==> src/rtl/fb_pkg.sv <==
// ============================================================================
// fb_pkg : shared constants, op codes and state type for the draw engine
// Rev 1.0
// ============================================================================
`default_nettype none

package fb_pkg;

  localparam int FB_W  = 128;
  localparam int FB_H  = 64;
  localparam int FB_AW = 13;
  localparam int FB_XW = 7;
  localparam int FB_YW = 6;

  typedef enum logic [1:0] {
    OP_PLOT  = 2'd0,
    OP_FILL  = 2'd1,
    OP_CLEAR = 2'd2,
    OP_RSVD  = 2'd3
  } op_e;

  typedef enum logic [0:0] {
    IDLE = 1'b0,
    DRAW = 1'b1
  } state_e;

endpackage

`default_nettype wire

==> src/rtl/sync_2ff.sv <==
// ============================================================================
// sync_2ff : 1-bit two-flop synchroniser for a level from another clock domain
// Rev 1.0
// ============================================================================
`default_nettype none

module sync_2ff (
  input  logic clk,
  input  logic rst,
  input  logic i_d,
  output logic o_q
);

  logic meta_q, meta_d;
  logic sync_q, sync_d;

  always_comb begin
    meta_d = i_d;
    sync_d = meta_q;
  end

  always_ff @(posedge clk) begin
    if (rst) begin
      meta_q <= 1'b0;
      sync_q <= 1'b0;
    end else begin
      meta_q <= meta_d;
      sync_q <= sync_d;
    end
  end

  assign o_q = sync_q;

endmodule

`default_nettype wire

==> src/rtl/fb_draw_engine.sv <==
// ============================================================================
// fb_draw_engine : plot / fill / clear commands -> one frame buffer write per
// cycle in row-major order. Optional FB_DRAW_VBLANK_GATE_EN holds writes
// outside vertical blanking.
// Rev 1.0
// ============================================================================
`default_nettype none

module fb_draw_engine #(
  parameter int FB_W = fb_pkg::FB_W,
  parameter int FB_H = fb_pkg::FB_H
) (
  input  logic                     I_clk,
  input  logic                     I_rst,
  input  logic                     cmd_valid,
  output logic                     cmd_ready,
  input  logic [1:0]               cmd_op,
  input  logic [fb_pkg::FB_XW-1:0] cmd_x0,
  input  logic [fb_pkg::FB_XW-1:0] cmd_x1,
  input  logic [fb_pkg::FB_YW-1:0] cmd_y0,
  input  logic [fb_pkg::FB_YW-1:0] cmd_y1,
  input  logic [1:0]               cmd_colour,
  input  logic                     I_vblank,
  output logic [fb_pkg::FB_AW-1:0] ADDRESS,
  output logic                     IE,
  output logic [1:0]               COLOUR,
  output logic                     busy
);

  import fb_pkg::*;

  localparam logic [FB_XW-1:0] X_LAST = FB_XW'(FB_W - 1);
  localparam logic [FB_YW-1:0] Y_LAST = FB_YW'(FB_H - 1);

  state_e            state_q, state_d;
  logic [FB_XW-1:0]  x_q, x_d;
  logic [FB_YW-1:0]  y_q, y_d;
  logic [FB_XW-1:0]  xmin_q, xmin_d;
  logic [FB_XW-1:0]  xmax_q, xmax_d;
  logic [FB_YW-1:0]  ymax_q, ymax_d;
  logic [1:0]        colour_q, colour_d;
  logic              ie_q, ie_d;

  op_e               op;
  logic [FB_XW-1:0]  bx_min, bx_max;
  logic [FB_YW-1:0]  by_min, by_max;
  logic              last_px;
  logic              draw_gate;

`ifdef FB_DRAW_VBLANK_GATE_EN
  logic vb_s;

  sync_2ff u_vb_sync (
    .clk (I_clk),
    .rst (I_rst),
    .i_d (I_vblank),
    .o_q (vb_s)
  );

  // IE is registered from vb_s, so a vblank rise sampled at M writes at M+2
  assign draw_gate = vb_s;
`else
  logic vblank_unused;
  assign vblank_unused = I_vblank;
  assign draw_gate     = 1'b1;
`endif

  assign op = op_e'(cmd_op);

  always_comb begin
    bx_min = (cmd_x0 < cmd_x1) ? cmd_x0 : cmd_x1;
    bx_max = (cmd_x0 < cmd_x1) ? cmd_x1 : cmd_x0;
    by_min = (cmd_y0 < cmd_y1) ? cmd_y0 : cmd_y1;
    by_max = (cmd_y0 < cmd_y1) ? cmd_y1 : cmd_y0;
    case (op)
      OP_PLOT: begin
        bx_min = cmd_x0;
        bx_max = cmd_x0;
        by_min = cmd_y0;
        by_max = cmd_y0;
      end
      OP_CLEAR: begin
        bx_min = '0;
        bx_max = X_LAST;
        by_min = '0;
        by_max = Y_LAST;
      end
      default: ;
    endcase
  end

  assign last_px = (x_q == xmax_q) && (y_q == ymax_q);

  always_comb begin
    state_d  = state_q;
    x_d      = x_q;
    y_d      = y_q;
    xmin_d   = xmin_q;
    xmax_d   = xmax_q;
    ymax_d   = ymax_q;
    colour_d = colour_q;
    ie_d     = 1'b0;
    case (state_q)
      IDLE: begin
        if (cmd_valid) begin
          colour_d = cmd_colour;
          if (op != OP_RSVD) begin
            state_d = DRAW;
            x_d     = bx_min;
            y_d     = by_min;
            xmin_d  = bx_min;
            xmax_d  = bx_max;
            ymax_d  = by_max;
            ie_d    = draw_gate;
          end
        end
      end
      DRAW: begin
        ie_d = draw_gate;
        // The pixel on ADDRESS only retires when it was actually written
        if (ie_q) begin
          if (last_px) begin
            state_d = IDLE;
            x_d     = '0;
            y_d     = '0;
            ie_d    = 1'b0;
          end else if (x_q < xmax_q) begin
            x_d = x_q + 1'b1;
          end else begin
            x_d = xmin_q;
            y_d = y_q + 1'b1;
          end
        end
      end
    endcase
  end

  always_ff @(posedge I_clk) begin
    if (I_rst) begin
      state_q  <= IDLE;
      x_q      <= '0;
      y_q      <= '0;
      xmin_q   <= '0;
      xmax_q   <= '0;
      ymax_q   <= '0;
      colour_q <= '0;
      ie_q     <= 1'b0;
    end else begin
      state_q  <= state_d;
      x_q      <= x_d;
      y_q      <= y_d;
      xmin_q   <= xmin_d;
      xmax_q   <= xmax_d;
      ymax_q   <= ymax_d;
      colour_q <= colour_d;
      ie_q     <= ie_d;
    end
  end

  // Counters are parked at zero outside DRAW, so ADDRESS is a plain concat
  assign ADDRESS   = {y_q, x_q};
  assign IE        = ie_q;
  assign COLOUR    = colour_q;
  assign cmd_ready = (state_q == IDLE);
  assign busy      = (state_q == DRAW);

endmodule

`default_nettype wire

==> config.mk <==
export PLATFORM = sky130hd
export DESIGN_NAME = fb_draw_engine
export DESIGN_NICKNAME = d
export VERILOG_FILES = /design/src/rtl/fb_pkg.sv /design/src/rtl/sync_2ff.sv /design/src/rtl/fb_draw_engine.sv
export SDC_FILE = /design/constraint.sdc
export NUM_CORES = 1
export LEC_CHECK = 0
export CAP_MARGIN = 20
export CORE_MARGIN = 2
export CORE_UTILIZATION = 35
export CTS_CLUSTER_SIZE = 30
export DETAILED_ROUTE_END_ITERATION = 10
export PLACE_DENSITY = 0.67
export SLEW_MARGIN = 20
export SYNTH_ARGS = -nofsm -noshare
export SYNTH_HDL_FRONTEND = slang
export SYNTH_SLANG_ARGS = --single-unit
==> constraint.sdc <==
create_clock -name I_clk -period 3.8 [get_ports I_clk]
set_input_delay 0.57 -clock I_clk [delete_from_list [all_inputs] [get_ports I_clk]]
set_output_delay 0.57 -clock I_clk [all_outputs]
set_load 0.005 [all_outputs]
==> run summary, run 1 <==
Status -> completed
Final Hold Slack -> 0.458 ns
Fill cells -> 728
Chip Height -> 90.1 um
Seq cells post-synth -> 36
Ys async rst share -> 0
Grt total ovfl -> 0
Setup repair bufs after CTS -> 0
EDFF count, synth -> 0
Worst-case clock skew -> 0.00615 ns
CTS tree -> built
Synth top area cells -> dfxtp_1 (28%), ha_1 (9.6%), a21oi_1 (6.7%)
Root buf cell -> clkbuf_8
Syn nets -> 375
Post-Route Setup TNS -> 0 ns
# resized after CTS -> 0
Area of the die -> 8120 sq um
CP required -> 4.03 ns
Initial Utilization -> 0.360
Routed vias/inst -> 5.64
Register area share after synthesis -> 0.278
PD cells -> 380 nW/um^2
Count of final max-slew check failures -> 0
CP Launch Type -> input port
WP data arrival -> 3.15 ns
Sequential share of power -> 0.366
Hpwl dp -> 5760 um
DR iter-0 viols -> 219
Count leader, synth -> dfxtp_1
Synth unique cells -> 51
Worst ir drop on vdd -> 214 uV
DR pass1 iterations -> 5
Worst slew margin -> 0.328
Io pins -> 52
Net Sw Frac -> 0.352
Maximum clock frequency -> 0.343 GHz
Type of the worst min-delay path -> register to register
Max-cap viol count -> 0
RSZ-0062 raised after global routing -> no
FF/Latch Area -> 721 sq um
Combinational Power Share -> 0.357
Total GRT Usage -> 0.193
Clk sinks -> 36
# DRC -> 0
Hold buffer count at CTS -> 0
Final instance area -> 3320 sq um
Count of buffers from port buffering -> 50
Number of global-route vias before repair -> 2528
TritonCTS Buffers -> 5
Static Leak -> 0.00132 uW
Wirelength per Cell -> 16.5 um
Layout Nets -> 424
Tmin final -> 2.92 ns
GP Congestion -> 0.846
P_sw -> 444 uW
Final WL -> 7760 um
Post-synthesis cell area -> 2600 sq um
Crit. End Element -> register
Num rows -> 31
Commonest cells post-synth -> dfxtp_1 (36), a21oi_1 (35), nand2_1 (28)
Int Power -> 819 uW
Avg Synthesized Cell Area -> 8.09 sq um
Kind of critical path -> input port to register
CTS clk-pin slew, worst paths -> 0.08 ns
Fin crit share -> 0.767
Clk_lat worst skew -> 0.30 ns
Ys Warns -> 0
Cells after synthesis -> 321
Core area -> 7210 sq um
Vias -> 2651
Cell taking the most area after synthesis -> dfxtp_1
First-pass GRT wire length -> 12800 um
Ys flop type -> dfxtp_1
Final hold vios -> 0
Die Wd -> 90.1 um
H-tree levels -> 2
Clock power share -> 0.276
Layout cell share with drive strength beyond 1 -> 0.0647
Yosys top cell area share -> 0.278
Initial antenna violation count -> 0
# setup viols final -> 0
Multi-input combinational cell area -> 1720 sq um
Area delta synth->final -> 27.9%
Number of diodes -> 0
Largest net degree at the start of global routing -> 22
Worst-Margin Slew -> 1.00 ns
DP Area -> 3210 sq um
Post-DRT Antenna Nets -> 0
Worst-path maximum fanout -> 12
CTS max path bufs -> 2
==> per-layer routing <==
metal  track usage  vias up  wire length [um]
met5             0        -                 0
met4        0.0667        0               168
met3        0.0352       18               543
met2         0.292      121              3450
li1              -     1293                 -
met1         0.274     1219              3600
==> path summary, 6_finish.rpt <==
path,from,end,slack (ns),depth (start not counted)
worst max-delay path,cmd_x1[4],x_q[6]$_SDFFE_PP0P_,0.88,10
worst min-delay path,xmax_q[2]$_SDFFE_PP0P_,xmax_q[2]$_SDFFE_PP0P_,0.46,2
worst max register to register,xmax_q[6]$_SDFFE_PP0P_,x_q[0]$_SDFFE_PP0P_,0.97,8
worst min register to register,xmax_q[2]$_SDFFE_PP0P_,xmax_q[2]$_SDFFE_PP0P_,0.46,2
==> power by group through the flow <==
| stage | clock network, uW | registers, uW | logic (uW) |
|---|---|---|---|
| 5_1_grt | 373 | 468 | 497 |
| 4_1_cts | 352 | 462 | 448 |
| 6_report | 349 | 463 | 451 |
| 3_3_place_gp | 0 | 470 | 436 |
| 3_5_place_dp | 0 | 470 | 444 |
| 2_1_floorplan | 0 | 456 | 286 |
==> registers in the layout, summed over array words and instances (netlist names) <==
signal and flops:
y_q 6, IE 1, xmax_q 7, ymax_q 6
xmin_q 7, x_q 7, COLOUR 2
==> per-stage QoR <==
stage          utilization  worst slack (ns)  cells  power, uW
2_1_floorplan            -              1.22    321        743
3_3_place_gp         0.445             0.617    462        905
3_5_place_dp         0.445             0.604    462        914
4_1_cts              0.460             0.902    470       1260
5_1_grt              0.460             0.736    470       1340
6_report             0.460             0.884    470       1260
==> worst max-delay path: stages <==
cell	delay [ns]
clkdlybuf4s50_1	0.52
inv_1	0.06
ha_1	0.28
a21o_1	0.18
a221o_1	0.33
a31oi_1	0.15
buf_4	0.23
mux2_2	0.39
a211o_1	0.31
a21oi_1	0.13
==> cell families (layout without fill, tap and decap cells) <==
family / count (synthesis) / in the layout / share of synthesized area
simple gates: 86 / 86 / 0.150
xor+xnor: 11 / 11 / 0.0371
compound gates: 111 / 111 / 0.298
mux: 20 / 20 / 0.0824
flops: 36 / 36 / 0.278
buf+inv: 37 / 87 / 0.0583
fa+ha+maj: 20 / 20 / 0.0964
==> cells in the final DEF, fill, tap and decap left out, types with 2 or more instances in the layout <==
master,instances
a21o_1,2
and2_1,3
nand4_1,2
o21ai_0,17
xnor2_1,3
a211oi_1,3
mux2_1,10
mux2i_1,9
nor2b_1,2
o31ai_1,2
nor2_1,27
dfxtp_1,36
o41ai_1,2
a211o_1,5
a311oi_1,5
a31oi_1,2
nor3_1,6
a2bb2oi_1,3
xor2_1,8
nand2_1,28
buf_4,8
clkbuf_8,5
inv_1,19
nand3_1,9
and3_1,2
a221o_1,3
a221oi_1,13
or2_0,2
o221ai_1,4
ha_1,20
a21oi_1,35
o21ai_1,5
clkdlybuf4s50_1,50
a32o_1,2
==> area by class of cell <==
class / count / share of cell area
Sequential cell: 36 / 0.217
Multi-Input combinational cell: 248 / 0.519
Inverter: 21 / 0.0237
Tap cell: 99 / 0.0373
Clock buffer: 5 / 0.0207
Clock inverter: 3 / 0.0128
Timing Repair Buffer: 58 / 0.169
Note: power is estimated with default switching activity, not from simulation.
==> run 2, diff against run 1 <==
clock period = 3 ns   (was 3.8 ns; I/O delays follow)
==> run 2 against run 1 <==
Register-to-register slack got worse by 0.61 ns. Count of clock-buffer cells in the layout rose by 1. Critical path depth did not move. Critical endpoint unchanged. Global-route usage fell by 0.23 points. Worst setup slack got worse by 0.61 ns. Critical path type unchanged. Final cell count rose by 3.6%. Sequential power rose by 26%. Non-clock buffer count rose by 18. Clock skew rose by 0.0060 ns. Largest cell class unchanged. Combinational power rose by 33%. Utilization rose by 1.4 points. Sequential share of layout area fell by 0.64 points. Highest routed layer unchanged.
==> run summary, run 2 (synthesized netlist as in run 1, its figures left out) <==
GP Congestion -> 0.823 (was 0.846)
Fill cells -> 736 (was 728)
Net Sw Frac -> 0.355 (was 0.352)
R2R setup slack -> 0.36 ns (was 0.97 ns)
Largest net degree at the start of global routing -> 22 (unchanged)
CP delay by family, top -> compound AO/OA/AOI/OAI gates (unchanged)
Number of global-route vias before repair -> 2559 (was 2528)
Io pins -> 52 (unchanged)
HP Start -> COLOUR[1]$_SDFFE_PP0P_ (was xmax_q[2]$_SDFFE_PP0P_)
Worst path max stage delay -> 0.48 ns (was 0.52 ns)
CTS clk-pin slew, worst paths -> 0.08 ns (about the same)
Hpwl dp -> 5890 um (was 5760 um)
Worst hold endpoint -> COLOUR[1]$_SDFFE_PP0P_ (was xmax_q[2]$_SDFFE_PP0P_)
Static Leak -> 0.00140 uW (was 0.00132 uW)
Max-cap viol count -> 0 (unchanged)
Clock power share -> 0.219 (was 0.276)
Worst-case clock skew -> 0.0121 ns (was 0.00615 ns)
Tmin final -> 2.73 ns
# DRC -> 0 (unchanged)
Setup repair bufs after CTS -> 0 (unchanged)
Clk_lat worst skew -> 0.29 ns (was 0.30 ns)
Final hold vios -> 0 (unchanged)
Root buf cell -> clkbuf_8 (unchanged)
Status -> completed (unchanged)
CTS max path bufs -> 2 (unchanged)
Final Hold Slack -> 0.462 ns (was 0.458 ns)
Worst slew margin -> 0.488 (was 0.328)
Maximum clock frequency -> 0.367 GHz
P_sw -> 538 uW (was 444 uW)
Combinational Power Share -> 0.397 (was 0.357)
CP Launch Type -> input port (unchanged)
H-tree levels -> 2 (unchanged)
Worst setup path startpoint -> cmd_x1[4] (unchanged)
# setup viols final -> 0 (unchanged)
# resized after CTS -> 0 (unchanged)
Num rows -> 31 (unchanged)
Area of the die -> 8120 sq um (unchanged)
Routed vias/inst -> 5.52 (was 5.64)
CTS tree -> built (unchanged)
Worst ir drop on vdd -> 215 uV (was 214 uV)
Worst-path maximum fanout -> 5 (was 12)
Type of the worst min-delay path -> register to register (unchanged)
Layout cell share with drive strength beyond 1 -> 0.103 (was 0.0647)
Hold Path Depth -> 2 (unchanged)
Regs by FF count -> x_q x7, xmax_q x7, xmin_q x7 (unchanged)
FF-to-FF Start -> xmax_q[6]$_SDFFE_PP0P_ (unchanged)
CP max stage cell -> clkdlybuf4s50_1 (unchanged)
First-pass GRT wire length -> 12700 um (was 12800 um)
Post-Place Cells -> 480 (was 462)
Kind of critical path -> input port to register (unchanged)
Count of final max-slew check failures -> 0 (unchanged)
Worst path cell trace -> clkdlybuf4s50_1 > inv_1 > ha_1 > a21o_1 > a221o_1 > a31oi_1 > buf_4 > mux2_2 > a211o_1 > a21oi_1 (unchanged)
Total GRT Usage -> 0.190 (was 0.193)
Commonest non-fill, non-tap cell in the layout -> clkdlybuf4s50_1 (unchanged)
Core area -> 7210 sq um (unchanged)
Sequential share of power -> 0.384 (was 0.366)
Post-DRT Antenna Nets -> 0 (unchanged)
DR pass1 iterations -> 5 (unchanged)
Initial antenna violation count -> 0 (unchanged)
RSZ-0062 raised after global routing -> no (unchanged)
Placement Setup Slack -> -0.0222 ns (was 0.604 ns)
Hold buffer count at CTS -> 0 (unchanged)
Number of diodes -> 0 (unchanged)
Final WL -> 7620 um (was 7760 um)
TritonCTS Buffers -> 5 (unchanged)
Non-filler cells, final -> 487 (was 470)
Final worst setup slack -> 0.272 ns (was 0.884 ns)
Crit. End Element -> register (unchanged)
Worst-Margin Slew -> 0.765 ns (was 1.00 ns)
Buf/Inv on CP -> 3 (unchanged)
Most frequent cells in the layout -> clkdlybuf4s50_1 (50), dfxtp_1 (36), a21oi_1 (35), nand2_1 (28), nor2_1 (27) (unchanged)
Count of buffers from port buffering -> 50 (unchanged)
R2R depth -> 9 (was 8)
Fin crit share -> 0.909
CP required -> 3.22 ns (was 4.03 ns)
PD cells -> 443 nW/um^2 (was 380 nW/um^2)
Chip Height -> 90.1 um (unchanged)
Die Wd -> 90.1 um (unchanged)
Clk sinks -> 36 (unchanged)
DR iter-0 viols -> 198 (was 219)
Layout Nets -> 442 (was 424)
Critical R2R Capture -> y_q[3]$_SDFFE_PP0P_ (was x_q[0]$_SDFFE_PP0P_)
Area delta synth->final -> 31.8% (was 27.9%)
Initial Utilization -> 0.360 (unchanged)
Vias -> 2689 (was 2651)
Int Power -> 976 uW (was 819 uW)
WP data arrival -> 2.95 ns (was 3.15 ns)
Wirelength per Cell -> 15.6 um (was 16.5 um)
Grt total ovfl -> 0 (unchanged)
Overall Power -> 1510 uW (was 1260 uW)
Critical Path Stages -> 10 (unchanged)
==> run 2: changes by cell type in the layout (fill, tap and decap cells not counted), sizes merged <==
cell / delta
buf: +18
clkinvlp: -1
bufinv: -1
clkbuf: +1
==> run 2: routing by layer <==
layer  track usage  vias up  share of wire
li1              -     1330              -
met1         0.270     1234           0.48
met2         0.293      116           0.43
met3        0.0377        9          0.079
met4        0.0551        0          0.016
met5             0        -              0
==> run 2: worst register-to-register path: stages (launching register included) <==
cell,delay (ns)
dfxtp_1,0.38
inv_1,0.06
ha_1,0.31
nand4_1,0.15
or4_4,0.58
o41ai_4,0.33
buf_4,0.21
nor3_1,0.05
a221o_1,0.26
a32o_1,0.20
==> run 2: area by class of cell <==
| type | instances | area, sq um | area share |
|---|---|---|---|
| repair buffers | 76 | 696 | 0.203 |
| well taps | 99 | 124 | 0.0362 |
| clock inverters | 1 | 5.00 | 0.00146 |
| clock buffers | 6 | 72.6 | 0.0212 |
| inverters | 21 | 78.8 | 0.0230 |
| multi-input cells | 248 | 1720 | 0.504 |
| flip-flops and latches | 36 | 721 | 0.211 |
==> run 2: metrics by stage <==
| stage | instance area (sq um) | TNS (ns) | utilization |
|---|---|---|---|
| 2_1_floorplan | 2600 | 0 | - |
| 3_3_place_gp | 3340 | 0 | 0.463 |
| 3_5_place_dp | 3340 | -0.0387 | 0.463 |
| 4_1_cts | 3420 | 0 | 0.474 |
| 5_1_grt | 3420 | 0 | 0.474 |
| 6_report | 3420 | 0 | 0.474 |
==> run 2: worst max path at each step <==
stage | to | slack (ns)
after floorplan | xmin_q[0]$_SDFFE_PP0P_ | 0.54
after global placement | xmin_q[5]$_SDFFE_PP0P_ | 0.000008
after detailed placement | xmin_q[5]$_SDFFE_PP0P_ | -0.02
after CTS | x_q[6]$_SDFFE_PP0P_ | 0.27
after global routing | x_q[6]$_SDFFE_PP0P_ | 0.12
final | x_q[6]$_SDFFE_PP0P_ | 0.27
==> run 2: power groups by stage <==
stage | combinational, uW | sequential [uW] | clock (uW)
3_5_place_dp | 593 | 592 | 0
2_1_floorplan | 363 | 578 | 0
3_3_place_gp | 585 | 593 | 0
4_1_cts | 596 | 582 | 333
6_report | 600 | 582 | 332
5_1_grt | 660 | 590 | 349
==> run 3, diff against run 2 <==
GPL_TIMING_DRIVEN = 0   (was default)
==> run 3 against run 2 <==
Die area stayed put. Utilization down 1.4 points. Sequential share of layout area increased by 0.63 points. Non-clock buffer count down 9. Fmax down 4.5%. Global-route usage grew 0.49 points. Clock skew shrank 0.0082 ns. Worst hold slack lost 0.0028 ns. Flip-flop and latch count unchanged. Count of clock-buffer cells in the layout stayed put. Largest cell class unchanged. Final cell count down 1.8%. Sequential power about the same.
==> run summary, run 3 (synthesized netlist as in run 1, its figures left out) <==
Status -> completed (unchanged)
Regs by FF count -> x_q x7, xmax_q x7, xmin_q x7 (unchanged)
FF-to-FF Start -> xmax_q[6]$_SDFFE_PP0P_ (unchanged)
Wirelength per Cell -> 16.7 um (was 15.6 um)
Worst ir drop on vdd -> 168 uV (was 215 uV)
Core area -> 7210 sq um (unchanged)
Number of global-route vias before repair -> 2541 (was 2559)
Hpwl dp -> 6000 um (was 5890 um)
Layout Nets -> 433 (was 442)
Worst path cell trace -> clkdlybuf4s50_1 > inv_1 > ha_1 > a21o_1 > a221o_1 > a31oi_2 > buf_6 > mux2_1 > o221ai_1 > a21oi_1 (was clkdlybuf4s50_1 > inv_1 > ha_1 > a21o_1 > a221o_1 > a31oi_1 > buf_4 > mux2_2 > a211o_1 > a21oi_1)
Buf/Inv on CP -> 3 (unchanged)
Vias -> 2706 (was 2689)
Tmin final -> 2.85 ns (was 2.73 ns)
Post-DRT Antenna Nets -> 0 (unchanged)
Number of diodes -> 0 (unchanged)
Final WL -> 7960 um (was 7620 um)
Total GRT Usage -> 0.195 (was 0.190)
Grt total ovfl -> 0 (unchanged)
Chip Height -> 90.1 um (unchanged)
Initial Utilization -> 0.360 (unchanged)
Num rows -> 31 (unchanged)
H-tree levels -> 2 (unchanged)
HP Start -> COLOUR[0]$_SDFFE_PP0P_ (was COLOUR[1]$_SDFFE_PP0P_)
Area delta synth->final -> 28.0% (was 31.8%)
CP max stage cell -> clkdlybuf4s50_1 (unchanged)
Io pins -> 52 (unchanged)
Initial antenna violation count -> 0 (unchanged)
Fin crit share -> 0.952 (was 0.909)
Final Hold Slack -> 0.459 ns (was 0.462 ns)
R2R setup slack -> 0.29 ns (was 0.36 ns)
CTS clk-pin slew, worst paths -> 0.07 ns (was 0.08 ns)
Count of buffers from port buffering -> 49 (was 50)
Worst-Margin Slew -> 0.846 ns (was 0.765 ns)
GP Congestion -> 0.817 (was 0.823)
Worst-case clock skew -> 0.00393 ns (was 0.0121 ns)
Area of the die -> 8120 sq um (unchanged)
Placement Setup Slack -> -0.306 ns (was -0.0222 ns)
Type of the worst min-delay path -> register to register (unchanged)
First-pass GRT wire length -> 12800 um (was 12700 um)
Layout cell share with drive strength beyond 1 -> 0.0554 (was 0.103)
Hold Path Depth -> 2 (unchanged)
Clk sinks -> 36 (unchanged)
Crit. End Element -> register (unchanged)
DP Area -> 3210 sq um (was 3340 sq um)
Post-Route Setup TNS -> 0 ns (unchanged)
Clk_lat worst skew -> 0.29 ns (about the same)
Non-filler cells, final -> 478 (was 487)
WP data arrival -> 3.01 ns (was 2.95 ns)
Maximum clock frequency -> 0.350 GHz (was 0.367 GHz)
Worst slew margin -> 0.436 (was 0.488)
CP required -> 3.16 ns (was 3.22 ns)
DR iter-0 viols -> 160 (was 198)
TritonCTS Buffers -> 5 (unchanged)
CTS tree -> built (unchanged)
Final instance area -> 3320 sq um (was 3420 sq um)
Largest net degree at the start of global routing -> 11 (was 22)
Kind of critical path -> input port to register (unchanged)
Worst path max stage delay -> 0.53 ns (was 0.48 ns)
Worst hold endpoint -> COLOUR[0]$_SDFFE_PP0P_ (was COLOUR[1]$_SDFFE_PP0P_)
Worst-path maximum fanout -> 10 (was 5)
Post-Place Cells -> 469 (was 480)
Final hold vios -> 0 (unchanged)
CP delay by family, top -> compound AO/OA/AOI/OAI gates (unchanged)
PD cells -> 456 nW/um^2 (was 443 nW/um^2)
CP Launch Type -> input port (unchanged)
Final worst setup slack -> 0.145 ns (was 0.272 ns)
Count of final max-slew check failures -> 0 (unchanged)
Static Leak -> 0.00131 uW (was 0.00140 uW)
R2R depth -> 9 (unchanged)
DR pass1 iterations -> 4 (was 5)
# DRC -> 0 (unchanged)
Root buf cell -> clkbuf_8 (unchanged)
Most frequent cells in the layout -> clkdlybuf4s50_1 (49), dfxtp_1 (36), a21oi_1 (35), nand2_1 (28), nor2_1 (27) (was clkdlybuf4s50_1 (50), dfxtp_1 (36), a21oi_1 (35), nand2_1 (28), nor2_1 (27))
Die Wd -> 90.1 um (unchanged)
Max-cap viol count -> 0 (unchanged)
Routed vias/inst -> 5.66 (was 5.52)
CTS max path bufs -> 2 (unchanged)
Critical R2R Capture -> y_q[3]$_SDFFE_PP0P_ (unchanged)
Commonest non-fill, non-tap cell in the layout -> clkdlybuf4s50_1 (unchanged)
RSZ-0062 raised after global routing -> no (unchanged)
# setup viols final -> 0 (unchanged)
[run 3: changes by cell type in the layout (fill, tap and decap cells not counted), sizes merged]
cell,change
buf,-21
clkbuf,+13
clkdlybuf4s50,-1
[run 3: worst max path at each step]
| stage | start | endpoint | slack, ns | depth (start not counted) |
|---|---|---|---|---|
| floorplan | cmd_x1[4] | xmin_q[0]$_SDFFE_PP0P_ | 0.54 | 9 |
| global placement | cmd_x1[4] | xmax_q[1]$_SDFFE_PP0P_ | -0.26 | 10 |
| detailed placement | cmd_x1[4] | xmax_q[1]$_SDFFE_PP0P_ | -0.31 | 10 |
| CTS | cmd_x1[4] | xmax_q[0]$_SDFFE_PP0P_ | 0.009 | 10 |
| global route | cmd_x1[4] | xmax_q[1]$_SDFFE_PP0P_ | 0.03 | 10 |
| finish | cmd_x1[4] | xmax_q[1]$_SDFFE_PP0P_ | 0.15 | 10 |
[run 3: final cells by class]
class	count	area, sq um
fillers	734	3890
multi-input cells	248	1740
clock inverters	1	5.00
well taps	99	124
flip-flops and latches	36	721
repair buffers	51	505
clock buffers	6	72.6
inverters	21	78.8
plain buffers	16	78.8
[run 3: power breakdown]
| group | internal [uW] | switching, uW | leakage (uW) |
|---|---|---|---|
| registers | 527 | 53.3 | 0.000297 |
| clock network | 158 | 181 | 0.0000410 |
| logic | 272 | 321 | 0.000972 |
| total | 957 | 556 | 0.00131 |
[run 3: worst reg2reg max path, delay by kind of cell, from the launching register on]
kind / cells / cell delay [ns]
AO/OA/AOI/OAI: 3 / 0.84
AND/OR/NAND/NOR: 3 / 0.80
flip-flops: 1 / 0.38
adder cells (fa/ha/maj): 1 / 0.31
buffers and inverters: 2 / 0.26
[run 3: through the flow]
step	power, uW	util
after floorplan	941	-
after global placement	1160	0.445
after detailed placement	1160	0.445
after CTS	1510	0.456
after global routing	1610	0.460
final	1510	0.460
[run 3: metal layers]
metal,vias to the layer above,track usage,part of all wire
met1,1282,0.276,0.47
met5,-,0,0
met4,0,0.0705,0.013
met2,107,0.298,0.46
met3,7,0.0335,0.055
li1,1310,-,-
[run 3: repair_timing]
| item | 4_1_cts | 5_1_grt |
|---|---|---|
| buffers inserted | 0 | 2 |
| gates resized for setup | 0 | 5 |
| hold buffers | 0 | 0 |
| setup endpoints to repair | 0 | 10 |
